`src/rtl/turn_controller_if.sv`:
```
// Turn-level bus between the 2048 turn controller and the shared datapath.
//
// Handshake: the controller raises move_start / sum_start for exactly one
// cycle to launch a unit. The unit answers with its done flag; the controller
// ignores a done seen in the strobe cycle itself and accepts it on any later
// cycle. spawn_we is a one-cycle write strobe qualifying spawn_idx/spawn_val.
//
// Signals:
//   dir_btn        raw one-hot direction level {up,down,left,right}
//   direction      registered direction of the turn in progress
//   move_start/done, sum_start/done   unit start strobes and completions
//   board_changed  board differs from the pre-turn board
//   empty_mask     bit i set when cell i (row*4+col) is empty
//   spawn_we/idx/val  new-tile write port
//   win, lose      check-unit results
//   busy, wl       turn status: wl 00 playing, 10 won, 01 lost, 11 in turn
// Modports: master = turn controller, slave = datapath / board side.
interface turn_controller_if;
  logic [3:0]  dir_btn;
  logic [3:0]  direction;
  logic        move_start;
  logic        move_done;
  logic        sum_start;
  logic        sum_done;
  logic        board_changed;
  logic [15:0] empty_mask;
  logic        spawn_we;
  logic [3:0]  spawn_idx;
  logic [11:0] spawn_val;
  logic        win;
  logic        lose;
  logic        busy;
  logic [1:0]  wl;

  modport master (
    input  dir_btn, move_done, sum_done, board_changed, empty_mask, win, lose,
    output direction, move_start, sum_start, spawn_we, spawn_idx, spawn_val,
           busy, wl
  );

  modport slave (
    output dir_btn, move_done, sum_done, board_changed, empty_mask, win, lose,
    input  direction, move_start, sum_start, spawn_we, spawn_idx, spawn_val,
           busy, wl
  );
endinterface

```
`src/rtl/turn_controller.sv`:
```
// turn_controller: sequences one 2048 turn.
// A fresh one-hot press in IDLE runs move -> sum -> move on the datapath,
// spawns a tile in a pseudo-random empty cell, then samples win/lose and
// either returns to IDLE or latches WON / LOST until reset.
//
// Ports:
//   clk        system clock
//   rst        synchronous active-low reset
//   tif        turn_controller_if.master (press input, unit strobes/dones,
//              spawn write port, busy / wl status)
//   dbg_state  current FSM state encoding, for observation only
// Parameters:
//   LFSR_SEED  reset value of the 16-bit Fibonacci LFSR, must be non-zero
// Build option:
//   SPAWN_FOUR_EN  when defined, a spawned tile is 4 with 1/8 odds
//                  (lfsr[15:13] == 0), otherwise it is always 2.
module turn_controller #(
  parameter logic [15:0] LFSR_SEED = 16'hACE1
) (
  input  logic               clk,
  input  logic               rst,
  turn_controller_if.master  tif,
  output logic [2:0]         dbg_state
);

  typedef enum logic [2:0] {
    S_IDLE  = 3'd0,
    S_MOVE1 = 3'd1,
    S_SUM   = 3'd2,
    S_MOVE2 = 3'd3,
    S_SPAWN = 3'd4,
    S_CHECK = 3'd5,
    S_WON   = 3'd6,
    S_LOST  = 3'd7
  } state_t;

  state_t      state;
  logic [3:0]  direction_q;
  logic        move_start_q;
  logic        sum_start_q;
  logic        spawn_we_q;
  logic [3:0]  spawn_idx_q;
  logic [11:0] spawn_val_q;
  logic [3:0]  btn_prev;
  logic [15:0] lfsr;
  logic        lfsr_fb;
  logic        press_ok;
  logic [3:0]  scan_idx;
  logic        scan_hit;
  logic [3:0]  cand;
  logic [11:0] new_val;

  // Taps 16,14,13,11 (1-based) -> bits 15,13,12,10.
  assign lfsr_fb = lfsr[15] ^ lfsr[13] ^ lfsr[12] ^ lfsr[10];

  // Only a 0000 -> one-hot edge counts as a press.
  assign press_ok = $onehot(tif.dir_btn) && (btn_prev == 4'b0000);

  // First empty cell at or above lfsr[3:0], wrapping 15 -> 0. Walking the
  // offsets downward lets the smallest offset overwrite the others.
  always_comb begin
    scan_idx = 4'd0;
    scan_hit = 1'b0;
    cand     = 4'd0;
    for (int j = 15; j >= 0; j--) begin
      cand = lfsr[3:0] + 4'(j);
      if (tif.empty_mask[cand]) begin
        scan_idx = cand;
        scan_hit = 1'b1;
      end
    end
  end

`ifdef SPAWN_FOUR_EN
  assign new_val = (lfsr[15:13] == 3'b000) ? 12'd4 : 12'd2;
`else
  assign new_val = 12'd2;
`endif

  // The start strobe register doubles as the "entry cycle" flag, so a done
  // that arrives together with its own start is never taken.
  always_ff @(posedge clk) begin
    if (!rst) begin
      state        <= S_IDLE;
      direction_q  <= 4'd0;
      move_start_q <= 1'b0;
      sum_start_q  <= 1'b0;
      spawn_we_q   <= 1'b0;
      spawn_idx_q  <= 4'd0;
      spawn_val_q  <= 12'd0;
      btn_prev     <= 4'd0;
      lfsr         <= LFSR_SEED;
    end else begin
      btn_prev     <= tif.dir_btn;
      lfsr         <= {lfsr[14:0], lfsr_fb};
      move_start_q <= 1'b0;
      sum_start_q  <= 1'b0;
      spawn_we_q   <= 1'b0;
      case (state)
        S_IDLE: begin
          if (press_ok) begin
            direction_q  <= tif.dir_btn;
            move_start_q <= 1'b1;
            state        <= S_MOVE1;
          end
        end
        S_MOVE1: begin
          if (!move_start_q && tif.move_done) begin
            sum_start_q <= 1'b1;
            state       <= S_SUM;
          end
        end
        S_SUM: begin
          if (!sum_start_q && tif.sum_done) begin
            move_start_q <= 1'b1;
            state        <= S_MOVE2;
          end
        end
        S_MOVE2: begin
          // The spawn write is registered on the way into SPAWN so that
          // spawn_we is high for exactly the SPAWN cycle.
          if (!move_start_q && tif.move_done) begin
            state <= S_SPAWN;
            if (tif.board_changed && scan_hit) begin
              spawn_we_q  <= 1'b1;
              spawn_idx_q <= scan_idx;
              spawn_val_q <= new_val;
            end
          end
        end
        S_SPAWN: begin
          state <= S_CHECK;
        end
        S_CHECK: begin
          if (tif.win) begin
            state <= S_WON;
          end else if (tif.lose) begin
            state <= S_LOST;
          end else begin
            state       <= S_IDLE;
            direction_q <= 4'd0;
          end
        end
        S_WON, S_LOST: begin
          state <= state;
        end
        default: begin
          state <= S_IDLE;
        end
      endcase
    end
  end

  assign tif.direction  = direction_q;
  assign tif.move_start = move_start_q;
  assign tif.sum_start  = sum_start_q;
  assign tif.spawn_we   = spawn_we_q;
  assign tif.spawn_idx  = spawn_idx_q;
  assign tif.spawn_val  = spawn_val_q;
  assign tif.busy       = (state != S_IDLE) && (state != S_WON) && (state != S_LOST);

  always_comb begin
    case (state)
      S_IDLE:  tif.wl = 2'b00;
      S_WON:   tif.wl = 2'b10;
      S_LOST:  tif.wl = 2'b01;
      default: tif.wl = 2'b11;
    endcase
  end

  assign dbg_state = state;

endmodule

```
`src/flat_wrapper.sv`:
```
// flat-port wrapper written by rule: the top's interface ports become plain ports
module turn_controller_flat 
#(
  parameter logic [15:0] LFSR_SEED = 16'hACE1
)
  (clk, rst, dbg_state, tif_dir_btn, tif_move_done, tif_sum_done, tif_board_changed, tif_empty_mask, tif_win, tif_lose, tif_direction, tif_move_start, tif_sum_start, tif_spawn_we, tif_spawn_idx, tif_spawn_val, tif_busy, tif_wl);
  turn_controller_if tif_i ();
  input  logic clk;
  input  logic rst;
  output logic [2:0] dbg_state;
  input wire logic [$bits(tif_i.dir_btn)-1:0] tif_dir_btn;
  input wire logic [$bits(tif_i.move_done)-1:0] tif_move_done;
  input wire logic [$bits(tif_i.sum_done)-1:0] tif_sum_done;
  input wire logic [$bits(tif_i.board_changed)-1:0] tif_board_changed;
  input wire logic [$bits(tif_i.empty_mask)-1:0] tif_empty_mask;
  input wire logic [$bits(tif_i.win)-1:0] tif_win;
  input wire logic [$bits(tif_i.lose)-1:0] tif_lose;
  output wire logic [$bits(tif_i.direction)-1:0] tif_direction;
  output wire logic [$bits(tif_i.move_start)-1:0] tif_move_start;
  output wire logic [$bits(tif_i.sum_start)-1:0] tif_sum_start;
  output wire logic [$bits(tif_i.spawn_we)-1:0] tif_spawn_we;
  output wire logic [$bits(tif_i.spawn_idx)-1:0] tif_spawn_idx;
  output wire logic [$bits(tif_i.spawn_val)-1:0] tif_spawn_val;
  output wire logic [$bits(tif_i.busy)-1:0] tif_busy;
  output wire logic [$bits(tif_i.wl)-1:0] tif_wl;
  assign tif_i.dir_btn = tif_dir_btn;
  assign tif_i.move_done = tif_move_done;
  assign tif_i.sum_done = tif_sum_done;
  assign tif_i.board_changed = tif_board_changed;
  assign tif_i.empty_mask = tif_empty_mask;
  assign tif_i.win = tif_win;
  assign tif_i.lose = tif_lose;
  assign tif_direction = tif_i.direction;
  assign tif_move_start = tif_i.move_start;
  assign tif_sum_start = tif_i.sum_start;
  assign tif_spawn_we = tif_i.spawn_we;
  assign tif_spawn_idx = tif_i.spawn_idx;
  assign tif_spawn_val = tif_i.spawn_val;
  assign tif_busy = tif_i.busy;
  assign tif_wl = tif_i.wl;
  turn_controller #(.LFSR_SEED(LFSR_SEED)) u_core (.clk(clk), .rst(rst), .tif(tif_i), .dbg_state(dbg_state));
endmodule
```
`config.mk`:
```
export PLATFORM = sky130hd
export DESIGN_NAME = turn_controller_flat
export DESIGN_NICKNAME = d
export VERILOG_FILES = /design/src/rtl/turn_controller_if.sv /design/src/rtl/turn_controller.sv /design/src/flat_wrapper.sv
export SDC_FILE = /design/constraint.sdc
export NUM_CORES = 1
export LEC_CHECK = 0
export CORE_MARGIN = 2
export CORE_UTILIZATION = 45
export CTS_BUF_LIST = sky130_fd_sc_hd__clkbuf_8
export DETAILED_ROUTE_END_ITERATION = 8
export PLACE_DENSITY = 0.71
export SYNTH_ARGS = -nofsm -noshare
export SYNTH_HDL_FRONTEND = slang
export SYNTH_SLANG_ARGS = --single-unit
```
`constraint.sdc`:
```
create_clock -name clk -period 12.9 [get_ports clk]
set_clock_uncertainty 0.2 [all_clocks]
set_input_delay 3.225 -clock clk [delete_from_list [all_inputs] [get_ports clk]]
set_output_delay 3.225 -clock clk [all_outputs]
set_load 0.005 [all_outputs]
```
# ---- Word-level counts from Yosys, hierarchy flattened
# Cells that the tools add are included.
dict set report op_classes {
  mux 81
  magnitude_cmp 16
  n_bitwise 4
  eq_ne 16
  reduce_logical 18
  n_addsub 18
}
# op count
set ops {}
lappend ops {{$lt A4 B5 Y1 const B} 16}
lappend ops {{$mux W4} 19}
lappend ops {{$bmux W1 S4} 16}
lappend ops {{$mux W1} 36}
lappend ops {{$add A4 B4 Y4 const B} 8}
lappend ops {{$mux W3} 6}
lappend ops {{$pmux W3 S6} 1}
lappend ops {{$add A4 B3 Y4 const B} 4}
lappend ops {{$eq A3 B3 Y1 const B} 4}
lappend ops {{$add A4 B2 Y4 const B} 2}
lappend ops {{$ne A2 B1 Y1 const B} 4}
lappend ops {{$pmux W4 S2} 1}
lappend ops {{$eq A3 B1 Y1 const B} 2}
lappend ops {{$eq A3 B2 Y1 const B} 2}
lappend ops {{$logic_and A1 B1 Y1} 6}
lappend ops {{$ne A3 B3 Y1 const B} 2}
lappend ops {{$pmux W2 S3} 1}
lappend ops {{$reduce_and A3 Y1} 2}
lappend ops {{$reduce_and A5 Y1} 1}
lappend ops {{$add A1 B1 Y2} 2}
lappend ops {{$add A4 B1 Y4 const B} 1}
lappend ops {{$logic_not A4 Y1} 1}
lappend ops {{$ne A2 B2 Y1 const B} 2}
lappend ops {{$reduce_and A4 Y1} 1}
lappend ops {{10 further kinds} 13}
dict set report word_totals {
  in_bits 27
  output_inout_bits 29
  reg_bits 35
  elab_cells 162
}

# ---- Depth between registers and ports, before layout
dict set report logic_depth {
  ltp_word 21
  ltp_mapped 15
  depth_no_buf 10
}

# ---- Worst setup path after synthesis
# Ideal clock, no wire load.
dict set report synth_timing {
  path_type {input port to flip-flop}
  startpoint {input tif_empty_mask[3]}
  endpoint {register u_core.spawn_idx_q[3], in the netlist u_core.tif.spawn_idx[3]}
  cell_stages 8
  t_required_ns 12.621
  setup_ns 0.079
  arrival_time_ns 5.557
  path_slack_ns 7.063
  cell_sequence {mux4_1 mux2_2 a211o_1 a311o_1 a221oi_2 nor2_1 a221o_1 a211oi_2}
}
dict set report synth_between {
  elab_chain_len 20
  elab_cells_between_ends 66
  cone_classes {64 x mux; 2 x reduce/logical}
}
# element line_no
set synth_rtl {}
lappend synth_rtl {{start, declared} flat_wrapper.sv:15} ;# input wire logic [$bits(tif_i.empty_mask)-1:0] tif_empty_mask;
lappend synth_rtl {{$bmux W1 S4} turn_controller.sv:67} ;# if (tif.empty_mask[cand]) begin
lappend synth_rtl {{$mux W1 (implied by the code)} turn_controller.sv:67}
lappend synth_rtl {{$mux W1 (16 in series)} turn_controller.sv:67}
lappend synth_rtl {{$logic_and A1 B1 Y1} turn_controller.sv:124} ;# if (tif.board_changed && scan_hit) begin
lappend synth_rtl {{$reduce_and A3 Y1 (no line)} --}
lappend synth_rtl {{end signal, assigned} turn_controller.sv:126} ;# spawn_idx_q <= scan_idx;
lappend synth_rtl {{end, declared} turn_controller.sv:42} ;# logic [3:0] spawn_idx_q;
# Several ways; a longest one is shown, not always the timed one. The select of a mux whose other input is x is not followed.
# A chain may end at the register's enable or synchronous reset.

# ---- Worst setup path in the final report
# Ends and elaborated chain as after synthesis.

==> reports/qor.csv <==
metric,value,unit
synth-seq-cells,35,
viasPerCell,6.28,
post-route-util,53.3,%
layout.nets,477,
die_h,93.7,um
tns,0,ps
hp-start,u_core.lfsr[4]$_SDFF_PN0_,
syn_to_final_growth,14.2,%
dr_total_vias,3403,
cellLeakagePower,1.61,nW
fin_crit_sh,48.4,%
first_pass_iters,5,
pin_count,56,
grt_pass1_vias,3108,
ctsResizeCount,0,
maxCapViolCount,0,
crit_fanout,10,
h-tree-depth,2,
place_congestion,0.976,
diodes,0,
avgSynthCellArea,8.90,um^2
slew_violations,0,
min_path_cells,1,
yosysMostFrequentCell,nand2_1,
hold_viol_final,0,
grt_util_all_layers,23.0,%
pwr-share-clk,14.8,%
combinationalPowerShare,62.5,%
regToRegStartpoint,u_core.lfsr[0]$_SDFF_PN1_,
coreArea,7770,um^2
drive_above_1_share,13.2,%
portBuffers,44,
die_w,93.7,um
synthTopCellsByArea,"dfxtp_1 (19%), mux4_2 (12%), mux2_2 (6.5%)",
outcome,"complete, no violations",
grt_max_degree,34,
synthTopCellsByCount,"nand2_1 (39), dfxtp_1 (35), nor2_1 (28)",
min_period,6240,ps
clock-sinks,35,
ys.flop_type,dfxtp_1,
rows,32,
holdPathEnd,u_core.lfsr[5]$_SDFF_PN1_,
rrSetupSlack,8340,ps
ir_drop,0.0000483,V
relSlewSlack,29.3,%
clockBufferDepth,2,
reg2reg_depth,11,
report.final.setup_viol,0,
grt.overflow.total,0,
cp.arrival,6240,ps
final_antenna_net_count,0,
hpwl,7650,um
drcViolationCount,0,
first_iter_violations,222,
postSynth.asyncResetShare,0,%
cp-start-kind,input port,
required,12900,ps
ys_types,69,
cts_tree,done,
pwr-share-seq,22.8,%
start_util,46.6,%
grt_antenna_before_repair,0,
yosysWarnings,0,
grt_pass1_wl,16000,um
switching_share,44.2,%
rsz0062_at_grt,false,
finalWirelength,9930,um
hold_buffers,0,
hold_path.class,reg2reg,
switching_power,0.231,mW
syn_inst,407,
worstSetupPathType,in2reg,
cts_buffers,5,
clk_pin_slew,80,ps
post_cts_buffers,0,
synth_seq_area_share,19.4,%
synth_top_cell_by_area,dfxtp_1,
syn_area,3620,um^2
fp.dieArea,8780,um^2
root_buffer,clkbuf_8,
tightest_slew,1060,ps
fmax,160,MHz
p_int,0.291,mW
synth_top_area_share,19.4,%
worst_setup_path_end_kind,flop,
power_density,126,nW/um^2
clkLatencyLatePin,280,ps
synth_edf_count,0,
power,0.521,mW
r2r-end,u_core.tif.spawn_idx[3]$_SDFFE_PN0P_,
wl_per_cell,18.3,um
[worst max-delay path, stage by stage]
cell and delay, ps:
clkdlybuf4s50_1 470, mux4_1 690, mux2_2 370, mux2_2 320, nor4_1 350, nand4b_1 200, a41oi_1 300, nor3b_1 100
a211oi_2 210
[through the flow]
stage	cell area, um^2	hold slack (ps)	setup slack, ps	cells
2_1_floorplan	3660	186	7060	417
3_3_place_gp	4050	189	6450	534
3_5_place_dp	4050	196	6390	534
4_1_cts	4140	212	6700	542
5_1_grt	4140	228	6490	542
6_report	4140	206	6660	542
[cell families (layout without fill, tap and decap cells)]
kind of cell    after synthesis  count (layout)  share of synthesized area (%)
mux                          72              72                           29.9
fa+ha+maj                    11              11                           4.01
flops                        35              35                           19.4
buf+inv                      47              70                           7.12
simple gates                133             133                           18.0
other cells                   1              11                          0.104
xor+xnor                     16              16                           3.87
compound gates               92              92                           17.6
[layout make-up]
cell class,instances,area [um^2]
Inverter,14,52.6
Clock buffer,5,68.8
Clock inverter,3,16.3
Tap cell,102,128
Timing Repair Buffer,48,470
Multi-Input combinational cell,335,2700
Sequential cell,35,701
Fill cell,712,3630
[cells in the final DEF, fill, tap and decap left out, types with 4 or more instances in the layout]
cell type        Yosys  layout
clkdlybuf4s50_1      0      44
xnor2_1              8       8
and2_1              14      14
nand2b_1             8       8
nor3_1              11      11
buf_4               11       4
xor2_1               8       8
mux2i_1             19      19
mux4_1               4       4
mux2_2              21      21
conb_1               1      11
nor2_1              28      28
nand3_1             10      10
ha_1                10      10
a21oi_1             23      23
a221oi_1             5       5
dfxtp_1             35      35
a31oi_1              5       5
and3_1               5       5
inv_1               13      14
nor4_1               4       4
mux2_1               5       5
nand2_1             39      39
mux4_2              20      20
o21ai_0             15      15
clkbuf_8             0       5
a211oi_1             5       5
a211o_1              4       4
[how the worst max path moves through the flow]
stage / startpoint / end / depth (start not counted)
final: tif_empty_mask[3] / u_core.tif.spawn_idx[3]$_SDFFE_PN0P_ / 9
after detailed placement: tif_empty_mask[3] / u_core.tif.spawn_idx[3]$_SDFFE_PN0P_ / 9
after CTS: tif_empty_mask[3] / u_core.tif.spawn_idx[3]$_SDFFE_PN0P_ / 9
after global placement: tif_empty_mask[3] / u_core.tif.spawn_idx[3]$_SDFFE_PN0P_ / 9
after floorplan: tif_empty_mask[3] / u_core.tif.spawn_idx[3]$_SDFFE_PN0P_ / 8
after global routing: tif_empty_mask[3] / u_core.tif.spawn_idx[1]$_SDFFE_PN0P_ / 8
[power groups by stage]
stage / Clock (mW) / Sequential [mW] / Combinational (mW)
global route: 0.0841 / 0.119 / 0.353
global placement: 0 / 0.121 / 0.313
detailed placement: 0 / 0.121 / 0.317
CTS: 0.0785 / 0.119 / 0.318
finish: 0.0769 / 0.119 / 0.326
floorplan: 0 / 0.119 / 0.244
[layer usage]
layer,vias to the layer above,routed length (um),GRT usage [%]
met5,-,0,0
met4,0,173,5.31
met3,17,675,3.61
met2,149,4600,37.0
met1,1662,4480,32.6
li1,1575,-,-
[registers in the layout, indices dropped and copies added, names as in the netlist]
register	count
u_core.lfsr	16
u_core.btn_prev	4
u_core.tif.direction	4
u_core.tif.spawn_idx	4
u_core.dbg_state	3
u_core.tif.move_start	1
u_core.tif.spawn_val	1
u_core.tif.spawn_we	1
u_core.tif.sum_start	1
No activity file was read; power rests on OpenSTA's default activity.
==> RTL edit: new RTL, config.mk and constraints unchanged <==
The option `SPAWN_FOUR_EN` is turned on by a define.
--- a/src/rtl/turn_controller.sv
+++ b/src/rtl/turn_controller.sv
@@ -16,2 +16,4 @@
 //                  (lfsr[15:13] == 0), otherwise it is always 2.
+`define SPAWN_FOUR_EN
+
 module turn_controller #(
Formal check against the unedited RTL: no difference found for any inputs over 10 cycles, from zero or initial values and one cycle with rst low; that may be too few to reach the edited logic, so the function may still have changed.
==> RTL edit against the original RTL <==
  * Routed wire length rose by 2.7%
  * Cell area increased by 4.9%
  * Synthesized area up 5.2%
  * Utilization down 0.43 points
  * Setup slack improved by 0.084 ns
  * Clock power increased by 2.9%
  * Power grew 2.6%
  * Sequential cell count increased by 1
  * Fmax rose by 1.4%
  * Synthesized cell count rose by 7.6%
==> RTL edit: results (changes against the original RTL) <==
metric	value	unit	change
startpoint of the worst register-to-register path	u_core.lfsr[1]		was u_core.lfsr[0]
flop-to-flop setup slack	8.40	ns	was 8.34 ns
Pleak	1.68	nW	was 1.61 nW
leading post-synthesis cells by instance count	sky130_fd_sc_hd__nand2_1, sky130_fd_sc_hd__dfxtp_1, sky130_fd_sc_hd__mux2i_1, sky130_fd_sc_hd__nor2_1, sky130_fd_sc_hd__a21oi_1		was sky130_fd_sc_hd__nand2_1, sky130_fd_sc_hd__dfxtp_1, sky130_fd_sc_hd__nor2_1, sky130_fd_sc_hd__a21oi_1, sky130_fd_sc_hd__mux2_2
fill cell total of the finished layout	760		was 712
register area	722	um^2	was 701 um^2
result of the run	finished clean		unchanged
multi-input gates	365		was 335
power density over the cells	123	mW/mm^2	was 126 mW/mm^2
IR Drop Worst-Case VDD	0.0631	mV	was 0.0483 mV
portion of the layout cell area used by non-clock buffers	0.111		was 0.114
number of distinct standard cells referenced by the synthesized netlist	65		was 69
Total Wirelength	10200	um	was 9930 um
worst-path maximum fanout	7		was 10
Buffers, non-clock	49		was 48
Final Worst Setup Slack	6.75	ns	was 6.66 ns
total global-route track usage	0.226		was 0.230
largest cells by area after synthesis	sky130_fd_sc_hd__dfxtp_1, sky130_fd_sc_hd__mux4_2, sky130_fd_sc_hd__mux2i_1, sky130_fd_sc_hd__mux2_2, sky130_fd_sc_hd__nand2_1		was sky130_fd_sc_hd__dfxtp_1, sky130_fd_sc_hd__mux4_2, sky130_fd_sc_hd__mux2_2, sky130_fd_sc_hd__mux2i_1, sky130_fd_sc_hd__nand2_1
clock tree buffer count of the final layout	6		was 5
vias in the first global route	3255		was 3,108
total cell area at the placement stage	0.00425	mm^2	was 0.00405 mm^2
share of cells above drive strength 1	0.111		was 0.132
minimum setup slack after placement	6.53	ns	was 6.39 ns
multi-input combinational area share	0.662		was 0.653
Buffers on Ports	45		was 44
inverters	11		was 14
origin of the worst setup path	tif_empty_mask[7]		was tif_empty_mask[3]
Mapped Cells	438		was 407
nets	506		was 477
maximum count of clock buffers along a single path	2		unchanged
Crit path arrival time	6.11	ns	was 6.24 ns
global-route wire length before repair	16300	um	was 16,000 um
crit path capture	u_core.tif.spawn_idx[1]		was u_core.tif.spawn_idx[3]
Cell Count Post-Placement	566		was 534
register area share after synthesis	0.189		was 0.194
detailed placement HPWL	7860	um	was 7650 um
switching part of the total	0.446		was 0.442
Slew headroom	0.316		was 0.293
number of storage elements in the synthesis netlist	36		was 35
[RTL edit: per-stage QoR]
step	power, W	hold slack (ns)
floorplan	0.000372	0.186
global placement	0.000448	0.189
detailed placement	0.000449	0.195
CTS	0.000531	0.212
global route	0.000571	0.234
finish	0.000535	0.210
[RTL edit: logic make-up after synthesis]
logic type / count (synthesis) / share of synthesized area
AO/OA/AOI/OAI: 106 / 0.196
XOR/XNOR: 14 / 0.0361
adder cells (fa/ha/maj): 11 / 0.0381
buffers and inverters: 46 / 0.0647
flip-flops: 36 / 0.189
multiplexers: 73 / 0.274
other: 1 / 0.000985
AND/OR/NAND/NOR: 151 / 0.201
[RTL edit: metal layers]
| metal | vias up | track usage | wire [um] |
|---|---|---|---|
| li1 | 1704 | - | - |
| met1 | 1680 | 0.323 | 4750 |
| met2 | 131 | 0.360 | 4700 |
| met3 | 16 | 0.0274 | 584 |
| met4 | 0 | 0.0583 | 164 |
| met5 | - | 0 | 0 |
